[config.mk]
export PLATFORM = sky130hd
export DESIGN_NAME = pit_bus_master
export DESIGN_NICKNAME = d
export VERILOG_FILES = /design/src/rtl/pit_pkg.sv /design/src/rtl/pit_phase_timer.sv /design/src/rtl/pit_bus_master.sv
export SDC_FILE = /design/constraint.sdc
export NUM_CORES = 1
export LEC_CHECK = 0
export ABC_AREA = 1
export CAP_MARGIN = 25
export CORE_MARGIN = 1.5
export CORE_UTILIZATION = 40
export CTS_CLUSTER_DIAMETER = 200
export DETAILED_ROUTE_END_ITERATION = 6
export GPL_ROUTABILITY_DRIVEN = 0
export PLACE_DENSITY = 0.71
export SLEW_MARGIN = 20
export SYNTH_ARGS = -nofsm -noshare
export SYNTH_HDL_FRONTEND = slang
export SYNTH_SLANG_ARGS = --single-unit
[constraint.sdc]
create_clock -name clk -period 2.62 [get_ports clk]
set_input_delay 0.655 -clock clk [delete_from_list [all_inputs] [get_ports clk]]
set_output_delay 0.655 -clock clk [all_outputs]
set_load 0.02 [all_outputs]
[src/rtl/pit_pkg.sv]
// Shared definitions for the 8254 bus sequencer.
//   - host op encodings and {A1,A0} constants
//   - counter-latch command builder and per-op byte count
//   - sequencer state enum
package pit_pkg;

    typedef enum logic [1:0] {
        OP_WRITE_CW = 2'd0,
        OP_LOAD16   = 2'd1,
        OP_READ16   = 2'd2,
        OP_WRITE8   = 2'd3
    } pit_op_e;

    localparam logic [1:0] A_CW        = 2'b11;
    localparam logic [1:0] SEL_ILLEGAL = 2'b11;

    typedef enum logic [2:0] {
        ST_IDLE,
        ST_SETUP,
        ST_STROBE,
        ST_HOLD,
        ST_RESP
    } pit_state_e;

    // Counter-latch control word: SC1:SC0 = sel, RW = 00, mode/BCD = 0.
    function automatic logic [7:0] latch_cmd(input logic [1:0] sel);
        return {sel, 2'b00, 4'b0000};
    endfunction

    // Index of the final bus cycle of an op (bytes - 1).
    function automatic logic [1:0] last_byte(input pit_op_e op);
        case (op)
            OP_LOAD16: return 2'd1;
            OP_READ16: return 2'd2;
            default:   return 2'd0;
        endcase
    endfunction

    function automatic int max3(input int a, input int b, input int c);
        int m;
        m = (a > b) ? a : b;
        return (m > c) ? m : c;
    endfunction

endpackage

[src/rtl/pit_phase_timer.sv]
// Loadable down-counter timing one bus phase (SETUP, STROBE or HOLD).
//   load/load_val : restart the phase; load_val is (phase length - 1)
//   count         : cycles left in the phase after this one
//   done          : last cycle of the phase (count reached zero)
module pit_phase_timer #(
    parameter int W = 2
) (
    input  logic         clk,
    input  logic         rst_n,
    input  logic         load,
    input  logic [W-1:0] load_val,
    output logic [W-1:0] count,
    output logic         done
);

    always_ff @(posedge clk or negedge rst_n) begin
        if (!rst_n)
            count <= '0;
        else if (load)
            count <= load_val;
        else if (count != '0)
            count <= count - W'(1);
    end

    assign done = (count == '0);

endmodule

[src/rtl/pit_bus_master.sv]
// Host-command sequencer driving 8254 bus cycles.
//   cmd_*   : single-cycle host command (valid/ready handshake)
//   rsp_*   : one-cycle completion pulse with READ16 data and select error
//   pit_*   : registered 8254 bus (CS_n, RD_n, WR_n, {A1,A0}, data + drive enable)
// Bus outputs are registered from the current state, so each phase appears on
// the pins one cycle after the state register enters it.
module pit_bus_master
    import pit_pkg::*;
#(
    parameter int SETUP_CYCLES = 1,
    parameter int PULSE_CYCLES = 2,
    parameter int HOLD_CYCLES  = 1
) (
    input  logic        clk,
    input  logic        rst_n,
    input  logic        cmd_valid,
    output logic        cmd_ready,
    input  logic [1:0]  cmd_op,
    input  logic [1:0]  cmd_sel,
    input  logic [15:0] cmd_data,
    output logic        rsp_valid,
    output logic [15:0] rsp_data,
    output logic        rsp_err,
    output logic        pit_cs_n,
    output logic        pit_rd_n,
    output logic        pit_wr_n,
    output logic [1:0]  pit_a,
    output logic [7:0]  pit_d_out,
    output logic        pit_d_oe,
    input  logic [7:0]  pit_d_in
);

    localparam int CW = $clog2(max3(SETUP_CYCLES, PULSE_CYCLES, HOLD_CYCLES) + 1);
    localparam logic [CW-1:0] LD_SETUP = CW'(SETUP_CYCLES - 1);
    localparam logic [CW-1:0] LD_PULSE = CW'(PULSE_CYCLES - 1);
    localparam logic [CW-1:0] LD_HOLD  = CW'(HOLD_CYCLES - 1);

    pit_state_e  state, next;
    logic [1:0]  byte_idx;
    logic        byte_inc;
    pit_op_e     lat_op;
    logic [1:0]  lat_sel;
    logic [15:0] lat_data;
    logic        lat_err;
    logic        rd_sample, rd_msb;

    logic          t_load, t_done;
    logic [CW-1:0] t_val, t_count;

    logic        accept, illegal_in;
    logic        cur_wr;
    logic [1:0]  cur_a;
    logic [7:0]  cur_d;

    assign accept     = cmd_valid && cmd_ready;
    assign illegal_in = (cmd_sel == SEL_ILLEGAL) && (cmd_op != OP_WRITE_CW);

    pit_phase_timer #(.W(CW)) u_timer (
        .clk      (clk),
        .rst_n    (rst_n),
        .load     (t_load),
        .load_val (t_val),
        .count    (t_count),
        .done     (t_done)
    );

    always_ff @(posedge clk or negedge rst_n) begin
        if (!rst_n) state <= ST_IDLE;
        else        state <= next;
    end

    always_comb begin
        next     = state;
        t_load   = 1'b0;
        t_val    = LD_SETUP;
        byte_inc = 1'b0;
        case (state)
            ST_IDLE: if (accept) begin
                if (illegal_in) next = ST_RESP;
                else begin
                    next   = ST_SETUP;
                    t_load = 1'b1;
                end
            end
            ST_SETUP: if (t_done) begin
                next   = ST_STROBE;
                t_load = 1'b1;
                t_val  = LD_PULSE;
            end
            ST_STROBE: if (t_done) begin
                next   = ST_HOLD;
                t_load = 1'b1;
                t_val  = LD_HOLD;
            end
            ST_HOLD: if (t_done) begin
                if (byte_idx == last_byte(lat_op)) next = ST_RESP;
                else begin
                    next     = ST_SETUP;
                    t_load   = 1'b1;
                    byte_inc = 1'b1;
                end
            end
            ST_RESP: next = ST_IDLE;
            default: next = ST_IDLE;
        endcase
    end

    // What the current byte puts on the bus.
    always_comb begin
        cur_wr = 1'b1;
        cur_a  = lat_sel;
        cur_d  = lat_data[7:0];
        case (lat_op)
            OP_WRITE_CW: cur_a = A_CW;
            OP_LOAD16:   if (byte_idx == 2'd1) cur_d = lat_data[15:8];
            OP_READ16:   if (byte_idx == 2'd0) begin
                             cur_a = A_CW;
                             cur_d = latch_cmd(lat_sel);
                         end else begin
                             cur_wr = 1'b0;
                             cur_d  = 8'h00;
                         end
            default: ;
        endcase
    end

    always_ff @(posedge clk or negedge rst_n) begin
        if (!rst_n) begin
            byte_idx <= 2'd0;
            lat_op   <= OP_WRITE_CW;
            lat_sel  <= 2'd0;
            lat_data <= 16'h0000;
            lat_err  <= 1'b0;
        end else if (accept) begin
            byte_idx <= 2'd0;
            lat_op   <= pit_op_e'(cmd_op);
            lat_sel  <= cmd_sel;
            lat_data <= cmd_data;
            lat_err  <= illegal_in;
        end else if (byte_inc) begin
            byte_idx <= byte_idx + 2'd1;
        end
    end

    always_ff @(posedge clk or negedge rst_n) begin
        if (!rst_n) begin
            cmd_ready <= 1'b1;
            rsp_valid <= 1'b0;
            rsp_err   <= 1'b0;
            rsp_data  <= 16'h0000;
            rd_sample <= 1'b0;
            rd_msb    <= 1'b0;
            pit_cs_n  <= 1'b1;
            pit_rd_n  <= 1'b1;
            pit_wr_n  <= 1'b1;
            pit_a     <= 2'b00;
            pit_d_out <= 8'h00;
            pit_d_oe  <= 1'b0;
        end else begin
            cmd_ready <= (next == ST_IDLE);
            rsp_valid <= (state == ST_RESP);
            rsp_err   <= (state == ST_RESP) && lat_err;
            // RD_n rises on the edge after the last STROBE state cycle; that
            // edge closes the last low bus cycle and is where data is taken.
            rd_sample <= (state == ST_STROBE) && t_done && !cur_wr;
            rd_msb    <= (byte_idx == 2'd2);
            if (accept)
                rsp_data <= 16'h0000;
            else if (rd_sample) begin
                if (rd_msb) rsp_data[15:8] <= pit_d_in;
                else        rsp_data[7:0]  <= pit_d_in;
            end
            case (state)
                ST_SETUP: begin
                    // First SETUP cycle of a follow-on byte doubles as the CS gap.
                    pit_cs_n  <= (byte_idx != 2'd0) && (t_count == LD_SETUP);
                    pit_rd_n  <= 1'b1;
                    pit_wr_n  <= 1'b1;
                    pit_a     <= cur_a;
                    pit_d_out <= cur_d;
                    pit_d_oe  <= cur_wr;
                end
                ST_STROBE: begin
                    pit_cs_n <= 1'b0;
                    pit_wr_n <= !cur_wr;
                    pit_rd_n <= cur_wr;
                end
                ST_HOLD: begin
                    pit_rd_n <= 1'b1;
                    pit_wr_n <= 1'b1;
                end
                default: begin
                    pit_cs_n <= 1'b1;
                    pit_rd_n <= 1'b1;
                    pit_wr_n <= 1'b1;
                    pit_d_oe <= 1'b0;
                end
            endcase
        end
    end

endmodule

# Yosys cells after proc, flatten, opt, wreduce, memory -nomap -nowiden
# Index checks and enable logic that the tools add are counted.
# word_totals
regBits,63
output_inout_bits,33
# classes
add_sub_neg,2
eq_ne,11
mux,38
reduce_logical,23
# op_table
operator,n
$mux 16,2
$mux 8,4
$mux 3,6
$pmux 8 s2,1
$mux 2,7
$reduce_bool 2->1,7
$mux 1,12
$pmux 3 s4,1
$pmux 2 s2,2
$eq 2x2->1 const B,3
$eq 3x2->1 const B,2
$logic_and 1x1->1,6
$logic_not 2->1,3
$logic_not 3->1,2
$pmux 1 s3,2
$eq 2x1->1 const B,2
$reduce_and 2->1,2
$reduce_or 2->1,2
$eq 3x1->1 const B,1
$eq 3x3->1 const B,1
$add 2x1->2 const B,1
$eq 2x2->1,1
$ne 2x1->1 const B,1
$pmux 1 s2,1
2 further kinds,2

# Longest topological paths before layout
# Gate-level depths: netlist (run 1).
# logic_depth
word_depth,10
ltp_mapped,11

# Cells and area by module
# A second synthesis (run 1) with hierarchy kept.
# hier_totals
cells_unflattened,327
area_unflattened_um2,2869.0
# by_module_without_submodules
module,instances,cells_each,area_per_inst_um2,seq_area_each_um2
pit_bus_master,1,310,2748.9,1531.5
pit_phase_timer,1,17,120.1,50.0

# Worst setup path after synthesis (run 1)
# OpenSTA, ideal clock, no wires.
# synth_timing
path_type,register -> register
start,reg lat_op[0]
end,reg pit_d_out[0]
t_arrival_ps,1267
required_time_ps,2493
slack_ps,1226
path_stages_with_launch,7
path_buffers,0
path_cell_list,dfrtp_1 inv_1 ha_1 nand2_1 inv_1 o211ai_1 o21ai_0
# synth_between
elab_chain_cells,2
elab_cells_between_ends,3
cone_classes,2 x eq/ne; 1 x mux
# synth_rtl
element,line,text
"start, declared",pit_bus_master.sv:41,pit_op_e lat_op;
"start signal, assigned",pit_bus_master.sv:136,lat_op <= pit_op_e'(cmd_op);
$eq 2x2->1 or $eq 2x1->1 (tied branches),pit_bus_master.sv:113,case (lat_op)
$pmux 8 s2 *,pit_bus_master.sv:113,
"end signal, assigned",pit_bus_master.sv:180,pit_d_out <= cur_d;
"end, declared",pit_bus_master.sv:28,"output logic [7:0] pit_d_out,"
# Mark *: on every way between the ends. The rest lies on a longest branch, timed or not.
# A chain may end at the register's enable or synchronous reset.

# Worst setup path after layout (run 1)
# layout_timing
start,reg cmd_ready
end,out cmd_ready
# layout_rtl
element,line,text
"start, declared",pit_bus_master.sv:17,"output logic cmd_ready,"
"start signal, assigned",pit_bus_master.sv:160,cmd_ready <= (next == ST_IDLE);
# No word-level cell between the ends.

==> qor.yml, run 1 <==
post_cts_buffers: 0
nets: 417
period_share: 0.808
max_stage_delay_ns: 0.59
clkTransAtPathRegs_ns: 0.07
cpLargestDelayFamily: "buffers and inverters"
grt_max_degree: 28
synth-async-reset-ratio: 1.00
cp.arrival_ns: 1.46
initial_utilization: 0.409
finalHoldViolations: 0
grt_first_pass_wirelength_um: 10100
worst_pin_slew_ns: 0.472
cts_hold_buf: 0
wl_per_cell_um: 12.5
crit_chain: "clkdlybuf4s50_1"
p_per_area_nw_per_um2: 1230
rows: 30
synthTopCellsByArea: "dfrtp_1 54%, nand2_1 16%, o21ai_0 6.0%"
slew-limit-headroom: 0.685
drive_gt1_frac: 0.0938
ys_ff_latch: 63
synth.avg_cell_area_um2: 8.89
synth_common_cells: "115 x nand2_1, 59 x dfrtp_1, 33 x o21ai_0"
setup-tns-final_ns: 0
synth_cells: 309
post-route-min-period_ns: 2.12
grt_setup_unrepaired: "no"
h-tree-depth: 3
io_pins: 64
drv_cap: 0
drt_first_pass_iters: 4
post-route-util: 0.549
wl_um: 5820
hold_class: "input pin to asynchronous set/reset pin"
die_w_um: 85.9
skew_ns: 0.0108
syn_nets: 347
globalRouteOverflowTotal: 0
area.growth.synth_to_final_pct: 34.3
outcome: "finished, final reports clean"
fmax_ghz: 0.472
worstSkewPairLatency_ns: 0.34
critPathBufInv: 1
crit_path_end_kind: "output pin"
grt.total_usage: 0.178
place_ws_ns: 0.578
slowest_stage: "clkdlybuf4s50_1"
path_class: "register to output pin"
yosysUniqueCellTypes: 27
cts_sinks: 63
register_area_um2: 1580
yosysSeqAreaShare: 0.576
grt_pass1_vias: 2293
multi_input_area_um2: 1020
root_buffer: "clkbuf_8"
crit_required_ns: 1.97
ant_nets: 0
slew_viol_final: 0
ir_drop_mv: 0.439
die-area_um2: 7380
fillers: 601
vias: 2236
avgViaCountPerCell: 4.82
n_antenna_cell: 0
ys.warnings.count: 0
antenna_found_initial: 0
synth_largest_area_cell: "dfrtp_1"
drc: 0
startpoint_type: "register"
hpwlAfterDp_um: 4220
cts-buffers-inserted: 9
syn_area_um2: 2750
worst_slack_ns: 0.502
worst-path-max-fanout: 2
clock_path_buffers: 2
synth_top_area_share: 0.537
synth_enable_flop_cells: 0
synth-main-ff-cell: "dfrtp_1"
port_buffers: 63
drt_iter0_drc: 157
ctsResizeCount: 0
dieHeight_um: 85.9
finalSetupViolCount: 0
power.leakage_nw: 1.82
cts_tree: "yes"
synth.most_common_cell: "nand2_1"
fp.coreArea_um2: 6720
## cell type report
cell class              instances  share of cell area
clock inverters                 3              0.0176
multi-input cells             212               0.277
clock buffers                  13              0.0458
repair buffers                 67               0.178
well taps                      80              0.0271
inverters                      26              0.0264
flip-flops and latches         63               0.429
## state kept, by name, indices dropped and copies added (netlist names)
| signal | flops |
|---|---|
| lat_sel | 2 |
| pit_d_oe | 1 |
| cmd_ready | 1 |
| rd_sample | 1 |
| pit_d_out | 8 |
| rsp_data | 16 |
| pit_a | 2 |
| rd_msb | 1 |
| rsp_valid | 1 |
| pit_rd_n | 1 |
| pit_cs_n | 1 |
| u_timer.count | 2 |
| byte_idx | 2 |
| lat_op | 2 |
| lat_data | 16 |
| lat_err | 1 |
| state | 3 |
| pit_wr_n | 1 |
| rsp_err | 1 |
## layer usage
metal,global-route usage,vias to the layer above,part of all wire
met5,0,-,0
met4,0.0924,0,0.014
met3,0.0375,8,0.046
met2,0.293,59,0.47
met1,0.220,1035,0.47
li1,-,1134,-
## worst paths after layout
check,startpoint,to,slack [ns],cells after the start
max,cmd_ready,cmd_ready,0.50,1
min,rst_n,rsp_data[13],0.26,1
max reg2reg,lat_op[0],pit_d_out[5],0.92,6
min reg2reg,pit_d_out[7],pit_d_out[7],0.48,2
max in group asynchronous,rst_n,lat_data[0],1.63,2
min in group clk,pit_d_out[7],pit_d_out[7],0.48,2
## cells in the final DEF, fill, tap and decap left out
cell type	synthesis	routed
a21o_1	1	1
a21oi_1	1	1
a21oi_4	1	1
a2bb2oi_1	2	2
buf_2	2	1
buf_4	4	4
bufinv_16	0	2
clkbuf_1	2	1
clkbuf_8	0	12
clkdlybuf4s50_1	0	62
clkinv_2	0	1
dfrtp_1	59	59
dfstp_2	4	4
ha_1	7	7
inv_1	21	21
inv_2	5	5
nand2_1	115	115
nand2_2	3	3
nand3_1	7	7
nand3_2	2	2
nand3_4	1	1
nand3b_1	1	1
nand4_1	2	2
nor2_1	23	23
nor3b_1	1	1
o211ai_1	7	7
o21a_1	1	1
o21ai_0	33	33
o21ai_1	2	2
o221ai_1	1	1
o22ai_1	1	1
## logic make-up after synthesis
family                   Yosys count  share of synthesized area
buffers and inverters             34                     0.0528
adder cells (fa/ha/maj)            7                     0.0319
AND/OR/NAND/NOR                  155                      0.232
flip-flops                        63                      0.576
AO/OA/AOI/OAI                     50                      0.108
## where the power goes
part	internal, W	total [W]	switching [W]
combinational	0.000790	0.00189	0.00110
sequential	0.00141	0.00166	0.000256
clock	0.000613	0.000973	0.000360
total	0.00281	0.00453	0.00172
## stage by stage
step	total power, W	cells	cell area (um^2)	hold slack, ns
after floorplan	0.00284	309	2750	0.359
after global placement	0.00353	448	3460	0.465
after detailed placement	0.00358	448	3460	0.466
after CTS	0.00457	464	3690	0.270
after global routing	0.00489	464	3690	0.284
final	0.00453	464	3690	0.265
No activity file was read; power rests on OpenSTA's default activity.
==> run 2, diff against run 1 <==
clock period = 2.05 ns   (was 2.62 ns; I/O delays follow)
==> qor.yml, run 2 (synthesis results as in run 1) <==
post-route-util: 0.546  # -0.00335
root_buffer: "clkbuf_8"
fmax_ghz: 0.507
cp.arrival_ns: 1.46  # about the same
max_stage_delay_ns: 0.59  # about the same
port_buffers: 63  # unchanged
worst_slack_ns: 0.0757  # -0.426 ns
n_antenna_cell: 0  # unchanged
nets: 418  # +0.24%
final_cell_mix: "115 x nand2_1, 62 x clkdlybuf4s50_1, 59 x dfrtp_1"
clock_path_buffers: 2  # unchanged
die_w_um: 85.9  # unchanged
crit_chain: "clkdlybuf4s50_1"
cts-buffers-inserted: 9  # unchanged
fin_hold_ws_ns: 0.140  # -0.125 ns
dieHeight_um: 85.9  # unchanged
clkTransAtPathRegs_ns: 0.07  # about the same
ctsResizeCount: 0  # unchanged
cpLargestDelayFamily: "buffers and inverters"
startpoint_type: "register"
worst-path-max-fanout: 2  # unchanged
wl_um: 6110  # +5.0%
setup-tns-final_ns: 0  # unchanged
post_cts_buffers: 0  # unchanged
post-route-min-period_ns: 1.97
rows: 30  # unchanged
slew_viol_final: 0  # unchanged
worstSkewPairLatency_ns: 0.34  # about the same
finalHoldViolations: 0  # unchanged
cts_sinks: 63  # unchanged
vias: 2262  # +1.2%
r2r_setup_slack_ns: 0.35  # -0.57 ns
power.leakage_nw: 1.80  # -0.94%
drc: 0  # unchanged
drv_cap: 0  # unchanged
die-area_um2: 7380  # unchanged
fillers: 629  # +4.7%
globalRouteOverflowTotal: 0  # unchanged
finalSetupViolCount: 0  # unchanged
slowest_stage: "clkdlybuf4s50_1"
worstSetupStartpoint: "cmd_ready"
reg.largest.list: "lat_data: 16 flops, rsp_data: 16 flops, pit_d_out: 8 flops"
area.growth.synth_to_final_pct: 33.5
place_ws_ns: 0.310  # -0.268 ns
worst_pin_slew_ns: 0.437  # -0.0347 ns
ir_drop_mv: 0.570  # +30%
reg2reg_from: "lat_op[0]"
drt_first_pass_iters: 5  # +1
grt_max_degree: 41  # +46%
grt.total_usage: 0.183  # +0.00543
cts_hold_buf: 0  # unchanged
hpwlAfterDp_um: 4380  # +3.8%
period_share: 0.963
grt_setup_unrepaired: "no"
p_per_area_nw_per_um2: 1540  # +25%
ant_nets: 0  # unchanged
final_common_cell: "nand2_1"
cts_tree: "yes"
fp.coreArea_um2: 6720  # unchanged
crit_required_ns: 1.54  # -0.43 ns
path_class: "register to output pin"
grt_first_pass_wirelength_um: 10300  # +2.3%
crit_path_end_kind: "output pin"
grt_pass1_vias: 2163  # -5.7%
critPathBufInv: 1  # unchanged
drt_iter0_drc: 91  # -42%
io_pins: 64  # unchanged
antenna_found_initial: 0  # unchanged
initial_utilization: 0.409  # unchanged
hold_class: "input pin to asynchronous set/reset pin"
slew-limit-headroom: 0.708  # +0.0228
skew_ns: 0.00813  # -0.00268 ns
avgViaCountPerCell: 4.86  # +0.95%
h-tree-depth: 3  # unchanged
outcome: "finished, final reports clean"
drive_gt1_frac: 0.0909  # -0.00284
wl_per_cell_um: 13.1  # +4.8%
==> run 2: worst paths after layout <==
path	to	cells after the start
min reg2reg	lat_data[11]	2
min in group clk	lat_data[11]	2
max reg2reg	pit_d_out[2]	6
min	rsp_data[12]	2
max	cmd_ready	1
max in group asynchronous	lat_data[11]	2
==> run 2: power breakdown <==
part	internal, W	switching, W	total [W]
Combinational	0.00102	0.00142	0.00244
Clock	0.000594	0.000469	0.00106
Sequential	0.00180	0.000334	0.00213
==> run 2: layout make-up <==
class                   instances  area (um^2)  share of cell area
multi-input cells             212         1020               0.278
well taps                      80          100              0.0273
inverters                      26         97.6              0.0266
flip-flops and latches         63         1580               0.431
clock inverters                 3         42.5              0.0116
repair buffers                 68          676               0.184
clock buffers                  13          149              0.0406
==> run 2: per-stage QoR <==
step,cells,area (um^2),total power [W]
after floorplan,309,2750,0.00364
after CTS,465,3670,0.00568
after global routing,465,3670,0.00607
final,465,3670,0.00563
after detailed placement,449,3480,0.00459
after global placement,449,3480,0.00452
==> run 2: per-layer routing <==
| layer | track usage | up-vias | wire length, um |
|---|---|---|---|
| li1 | - | 1129 | - |
| met1 | 0.246 | 1042 | 2840 |
| met2 | 0.278 | 79 | 2810 |
| met4 | 0.0909 | 0 | 133 |
| met3 | 0.0443 | 12 | 327 |
| met5 | 0 | - | 0 |
